[src/rtl/tile_reset_sequencer_if.sv]
// Reset-sequencer channel bundle: soft-reset request/acknowledge plus the
// per-core resets and boot status seen by the tile wrapper.
interface tile_reset_sequencer_if #(
  parameter int NUM_CH = 2
);
  logic              spc_grst_l;
  logic [NUM_CH-1:0] soft_rst_req_i;
  logic [NUM_CH-1:0] soft_rst_ack_o;
  logic [NUM_CH-1:0] rst_n_o;
  logic              all_up_o;
  logic              boot_done_o;

  modport master (
    output soft_rst_req_i,
    input  spc_grst_l, soft_rst_ack_o, rst_n_o, all_up_o, boot_done_o
  );

  modport slave (
    input  soft_rst_req_i,
    output spc_grst_l, soft_rst_ack_o, rst_n_o, all_up_o, boot_done_o
  );
endinterface

[src/rtl/tile_reset_sequencer.sv]
// Tile reset sequencer: reset synchroniser, wake-up delay, staggered core reset
// release and per-channel soft reset. Macro RST_SEQ_FAST_SIM_EN shortens the wake-up to 16 cycles.
module tile_reset_sequencer #(
  parameter int NUM_CH      = 2,
  parameter int CNT_WIDTH   = 16,
  parameter int STAGGER     = 64,
  parameter int SOFT_HOLD   = 32,
  parameter int SYNC_STAGES = 2
) (
  input  logic                  clk_i,
  input  logic                  reset_l,
  tile_reset_sequencer_if.slave bus
);
  localparam int REL_LAST = (NUM_CH - 1) * STAGGER;
  localparam int CNT_MAX  = (NUM_CH * STAGGER > SOFT_HOLD) ? NUM_CH * STAGGER : SOFT_HOLD;
  localparam int CW       = $clog2(CNT_MAX + 1);
`ifdef RST_SEQ_FAST_SIM_EN
  localparam int WK_BIT = (CNT_WIDTH >= 5) ? 4 : CNT_WIDTH - 1;
`else
  localparam int WK_BIT = CNT_WIDTH - 1;
`endif

  typedef enum logic [1:0] {ST_WAKE, ST_RELEASE, ST_RUN} state_t;

  state_t                 state_reg, state_next;
  logic [SYNC_STAGES-1:0] sync_reg;
  logic                   rst_sync_n;
  logic [CNT_WIDTH-1:0]   wk_cnt_reg;
  logic [CW-1:0]          stg_cnt_reg, stg_cnt_next, stg_inc;
  logic [NUM_CH-1:0]      rst_n_reg, rst_n_next;
  logic [NUM_CH-1:0]      ack_reg, ack_next;
  logic                   all_up_reg, all_up_next;
  logic                   boot_done_reg, boot_done_next;
  logic                   spc_reg;
  logic [NUM_CH-1:0]      rel_first, rel_hit, hold_start, hold_zero;

  assign rst_sync_n = sync_reg[SYNC_STAGES-1];
  assign stg_inc    = stg_cnt_reg + CW'(1);

  always_ff @(posedge clk_i or negedge reset_l) begin
    if (!reset_l) begin
      sync_reg      <= '0;
      spc_reg       <= 1'b0;
      wk_cnt_reg    <= '0;
      state_reg     <= ST_WAKE;
      stg_cnt_reg   <= '0;
      rst_n_reg     <= '0;
      ack_reg       <= '0;
      all_up_reg    <= 1'b0;
      boot_done_reg <= 1'b0;
    end else begin
      sync_reg      <= {sync_reg[SYNC_STAGES-2:0], 1'b1};
      spc_reg       <= 1'b1;
      // Saturates as soon as the expiry bit sets.
      if (rst_sync_n && !wk_cnt_reg[WK_BIT])
        wk_cnt_reg <= wk_cnt_reg + CNT_WIDTH'(1);
      state_reg     <= state_next;
      stg_cnt_reg   <= stg_cnt_next;
      rst_n_reg     <= rst_n_next;
      ack_reg       <= ack_next;
      all_up_reg    <= all_up_next;
      boot_done_reg <= boot_done_next;
    end
  end

  always_comb begin
    state_next   = state_reg;
    stg_cnt_next = stg_cnt_reg;
    rst_n_next   = rst_n_reg;
    ack_next     = '0;
    case (state_reg)
      ST_WAKE: begin
        if (wk_cnt_reg[WK_BIT]) begin
          state_next   = ST_RELEASE;
          stg_cnt_next = '0;
          rst_n_next   = rel_first;
        end
      end
      ST_RELEASE: begin
        if (stg_cnt_reg == CW'(REL_LAST)) begin
          state_next = ST_RUN;
        end else begin
          stg_cnt_next = stg_inc;
          rst_n_next   = rst_n_reg | rel_hit;
        end
      end
      ST_RUN: begin
        rst_n_next = (rst_n_reg & ~hold_start) | hold_zero;
        ack_next   = hold_zero;
      end
      default: state_next = ST_WAKE;
    endcase
    // Outputs follow the next state so they line up with the state change.
    all_up_next    = (state_next == ST_RUN) && (&rst_n_next);
    boot_done_next = boot_done_reg || (state_next == ST_RUN);
  end

  for (genvar gi = 0; gi < NUM_CH; gi++) begin : g_ch
    logic [CW-1:0] hold_reg;

    assign rel_first[gi]  = (gi * STAGGER == 0);
    assign rel_hit[gi]    = (stg_inc == CW'(gi * STAGGER));
    // A channel is in hold exactly when it is low while running.
    assign hold_start[gi] = (state_reg == ST_RUN) && rst_n_reg[gi] && bus.soft_rst_req_i[gi];
    assign hold_zero[gi]  = (state_reg == ST_RUN) && !rst_n_reg[gi] && (hold_reg == '0);

    always_ff @(posedge clk_i or negedge reset_l) begin
      if (!reset_l)
        hold_reg <= '0;
      else if (hold_start[gi])
        hold_reg <= CW'(SOFT_HOLD - 1);
      else if (hold_reg != '0)
        hold_reg <= hold_reg - CW'(1);
    end
  end

  assign bus.spc_grst_l     = spc_reg;
  assign bus.rst_n_o        = rst_n_reg;
  assign bus.soft_rst_ack_o = ack_reg;
  assign bus.all_up_o       = all_up_reg;
  assign bus.boot_done_o    = boot_done_reg;
endmodule

[src/flat_wrapper.sv]
// flat-port wrapper written by rule: the top's interface ports become plain ports
module tile_reset_sequencer_flat 
#(
  parameter int NUM_CH      = 2,
  parameter int CNT_WIDTH   = 16,
  parameter int STAGGER     = 64,
  parameter int SOFT_HOLD   = 32,
  parameter int SYNC_STAGES = 2
)
  (clk_i, reset_l, bus_soft_rst_req_i, bus_spc_grst_l, bus_soft_rst_ack_o, bus_rst_n_o, bus_all_up_o, bus_boot_done_o);
  tile_reset_sequencer_if #(.NUM_CH(NUM_CH)) bus_i ();
  input  logic clk_i;
  input  logic reset_l;
  input wire logic [$bits(bus_i.soft_rst_req_i)-1:0] bus_soft_rst_req_i;
  output wire logic [$bits(bus_i.spc_grst_l)-1:0] bus_spc_grst_l;
  output wire logic [$bits(bus_i.soft_rst_ack_o)-1:0] bus_soft_rst_ack_o;
  output wire logic [$bits(bus_i.rst_n_o)-1:0] bus_rst_n_o;
  output wire logic [$bits(bus_i.all_up_o)-1:0] bus_all_up_o;
  output wire logic [$bits(bus_i.boot_done_o)-1:0] bus_boot_done_o;
  assign bus_i.soft_rst_req_i = bus_soft_rst_req_i;
  assign bus_spc_grst_l = bus_i.spc_grst_l;
  assign bus_soft_rst_ack_o = bus_i.soft_rst_ack_o;
  assign bus_rst_n_o = bus_i.rst_n_o;
  assign bus_all_up_o = bus_i.all_up_o;
  assign bus_boot_done_o = bus_i.boot_done_o;
  tile_reset_sequencer #(.NUM_CH(NUM_CH), .CNT_WIDTH(CNT_WIDTH), .STAGGER(STAGGER), .SOFT_HOLD(SOFT_HOLD), .SYNC_STAGES(SYNC_STAGES)) u_core (.clk_i(clk_i), .reset_l(reset_l), .bus(bus_i));
endmodule
[config.mk]
export PLATFORM = sky130hd
export DESIGN_NAME = tile_reset_sequencer_flat
export DESIGN_NICKNAME = d
export VERILOG_FILES = /design/src/rtl/tile_reset_sequencer_if.sv /design/src/rtl/tile_reset_sequencer.sv /design/src/flat_wrapper.sv
export SDC_FILE = /design/constraint.sdc
export NUM_CORES = 1
export LEC_CHECK = 0
export BUFFER_PORTS_ARGS = -buffer_cell sky130_fd_sc_hd__clkbuf_2
export CAP_MARGIN = 30
export CORE_MARGIN = 3
export CORE_UTILIZATION = 51
export DETAILED_ROUTE_END_ITERATION = 7
export HOLD_SLACK_MARGIN = 0.12
export PLACE_DENSITY = 0.79
export SYNTH_ARGS = -nofsm -noshare
export SYNTH_HDL_FRONTEND = slang
export SYNTH_SLANG_ARGS = --single-unit
[constraint.sdc]
create_clock -name clk_i -period 5.6 [get_ports clk_i]
set_input_delay 0.56 -clock clk_i [delete_from_list [all_inputs] [get_ports clk_i]]
set_output_delay 0.56 -clock clk_i [all_outputs]
set_load 0.02 [all_outputs]
==> results.json <==
{
  "cts_buffers": 5,
  "synthCells": 250,
  "instances_no_fill": 327,
  "synthArstFlopShare_pct": 100,
  "insertedDiodeCount": 0,
  "drcViolationCount": 0,
  "max_slew_margin_pct": 59.2,
  "max_freq_mhz": 486,
  "grt_pass1_vias": 1743,
  "synth_enable_flop_cells": 0,
  "syn_nets": 261,
  "hold_viol_final": 0,
  "routedWlPerCell_um": 13.1,
  "p_sw_uw": 171,
  "finClkSkew_ps": 2.76,
  "syn2layout_area_growth_pct": 7.98,
  "synth_cell_types": 52,
  "p_total_uw": 714,
  "required_ps": 5800,
  "internal_power_uw": 543,
  "clk_path_buf_depth": 2,
  "htreeDepth": 2,
  "ys_warn_count": 0,
  "layout-drive-gt1-share_pct": 11.2,
  "drt_wl_total_um": 4280,
  "clockPowerShare_pct": 34.9,
  "crit_fanout": 15,
  "cts-resized-gates": 0,
  "die_h_um": 77.0,
  "detail_route.vias_per_cell": 5.42,
  "nets": 270,
  "synth_seq_area_share_pct": 48.7,
  "dieArea_um2": 5930,
  "dpl.cell_count": 319,
  "postCtsHoldBufs": 0,
  "antenna_found_initial": 0,
  "coreArea_um2": 4790,
  "die_x_um": 77.0,
  "drv_slew": 0,
  "cap_violations": 0,
  "finalSetupViolCount": 0,
  "hold_path_class": "in -> async",
  "syn_area_per_cell_um2": 10.3,
  "drt_iter0_markers": 151,
  "end_kind": "register",
  "dpl.hpwl_um": 3090,
  "drtAntennaViolNets": 0,
  "synthTopCellsByArea": "dfrtp_1 49%, xor2_1 5.5%, ha_1 3.4%, xnor2_1 3.1%, nand2_1 2.5%",
  "gp_congestion": 0.788,
  "post_cts_buffers": 0,
  "cts.sinks": 50,
  "yosysTopAreaCellShare_pct": 48.7,
  "max_slew.worst_pin.slew_ps": 613,
  "combPwrFrac_pct": 7.8,
  "vias": 1771,
  "power.density_nw_per_um2": 257,
  "portBuffers": 10,
  "fin_crit_sh_pct": 36.8,
  "rsz0062_at_grt": "no",
  "vdd_drop_max_uv": 249,
  "p_leak_uw": 0.00123,
  "cts_root_buf": "clkbuf_8",
  "grt-ovfl-total": 0,
  "clk_latency_ps": 300,
  "cts_tree": "done",
  "worst_setup_path_start_kind": "register",
  "tns_ps": 0,
  "clkTransAtPathRegs_ps": 90,
  "r2r_slack_ps": 3540,
  "synthFlopType": "dfrtp_1",
  "track_usage_pct": 16.4,
  "fin_crit_ps": 2060,
  "hold_ws_ps": 338,
  "initial_core_util_pct": 53.7,
  "utilization_pct": 58.0,
  "synth-seq-cells": 50,
  "grt_max_degree": 51,
  "drtPass1Iterations": 4,
  "yosysTopAreaCell": "dfrtp_1",
  "seq_power_share_pct": 57.3,
  "arrival_ps": 2260,
  "switching_share_pct": 23.9,
  "rows": 25,
  "syn_area_um2": 2570,
  "ios": 11,
  "critPathKind": "reg -> reg",
  "status": "finished clean",
  "grt_first_pass_wirelength_um": 7890
}
==> critical path, cell delays in order, from the launching register on <==
cell	delay, ps
dfrtp_1	460
or4_4	570
o21ai_4	380
mux2_1	360
a21o_1	170
==> per-stage QoR <==
stage / setup slack, ps / area [um2]
2_1_floorplan: 3790 / 2570
3_3_place_gp: 3590 / 2670
3_5_place_dp: 3560 / 2670
4_1_cts: 3550 / 2780
5_1_grt: 3440 / 2780
6_report: 3540 / 2780
==> final cells by class <==
cell class	instances	area, um2
Fill cell	426	2010
Clock inverter	3	40.0
Inverter	11	41.3
Sequential cell	50	1250
Multi-Input combinational cell	180	1230
Tap cell	67	83.8
Clock buffer	5	68.8
Timing Repair Buffer	11	57.6
==> cell usage after synthesis (2+ instances only) <==
master and n:
a21o_1 2, a21oi_1 7, and2_1 2, and3_1 6, buf_2 3, clkbuf_1 5
dfrtp_1 50, ha_1 7, inv_1 11, mux2_1 2, mux2i_1 3, nand2_1 17
nand2b_1 6, nand3_1 12, nand3b_1 3, nand4_1 7, nor2_1 15, nor2b_1 6
nor3_1 9, nor3b_1 3, o211ai_1 2, o21ai_0 5, o21ai_1 6, o31ai_1 5
or2_1 2, or3_1 5, xnor2_1 9, xor2_1 16
==> routing by layer <==
metal | wire length, um | track usage, % | share of wire, % | vias to the layer above
li1 | - | - | - | 889
met1 | 2070 | 21.5 | 48 | 858
met2 | 2020 | 26.7 | 47 | 16
met3 | 116 | 3.76 | 2.7 | 8
met4 | 77 | 6.41 | 1.8 | 0
met5 | 0 | 0 | 0 | -
==> logic make-up after synthesis <==
group                      synth area share [%]
adders and majority gates                  3.41
xor gates and xnor gates                   8.52
buffers and inverters                      3.36
other                                     0.146
DFF                                        48.7
AOI/OAI and AO/OA                          10.4
muxes                                      2.48
and+or+nand+nor                            23.0
==> power by group through the flow <==
stage          clock, uW  combinational (uW)  sequential, uW
2_1_floorplan          0                39.7             412
3_3_place_gp           0                54.9             415
3_5_place_dp           0                56.7             415
4_1_cts              257                57.5             409
5_1_grt              273                64.7             413
6_report             249                55.9             409
==> final timing paths <==
kind / start / end / cells past startpoint
max in group asynchronous: reset_l / u_core.wk_cnt_reg[13] / 2
worst max-delay path: u_core.stg_cnt_reg[4] / u_core.stg_cnt_reg[7] / 4
min in group clk_i: u_core.sync_reg[0] / u_core.sync_reg[1] / 0
worst max register to register: u_core.stg_cnt_reg[4] / u_core.stg_cnt_reg[7] / 4
worst min-delay path: reset_l / u_core.g_ch[0].hold_reg[2] / 2
worst min register to register: u_core.sync_reg[0] / u_core.sync_reg[1] / 0
==> layout by cell type, fill, tap and decap left out, types with 2 or more instances in the layout <==
cell and instances:
o211ai_1 2, inv_1 11, mux2_1 2, nand2_1 17, mux2i_1 3, nor3_1 9, clkbuf_2 10, a21oi_1 7
o21ai_1 6, clkbuf_8 5, o31ai_1 5, xor2_1 16, nand3_1 12, dfrtp_1 50, or3_1 5, o21ai_0 5
nor3b_1 3, clkinv_2 2, nand2b_1 6, or2_1 2, nor2b_1 6, nand3b_1 3, ha_1 7, a21o_1 2
xnor2_1 9, and2_1 2, nand4_1 7, and3_1 6, nor2_1 15
(Power assumes the default switching activity.)
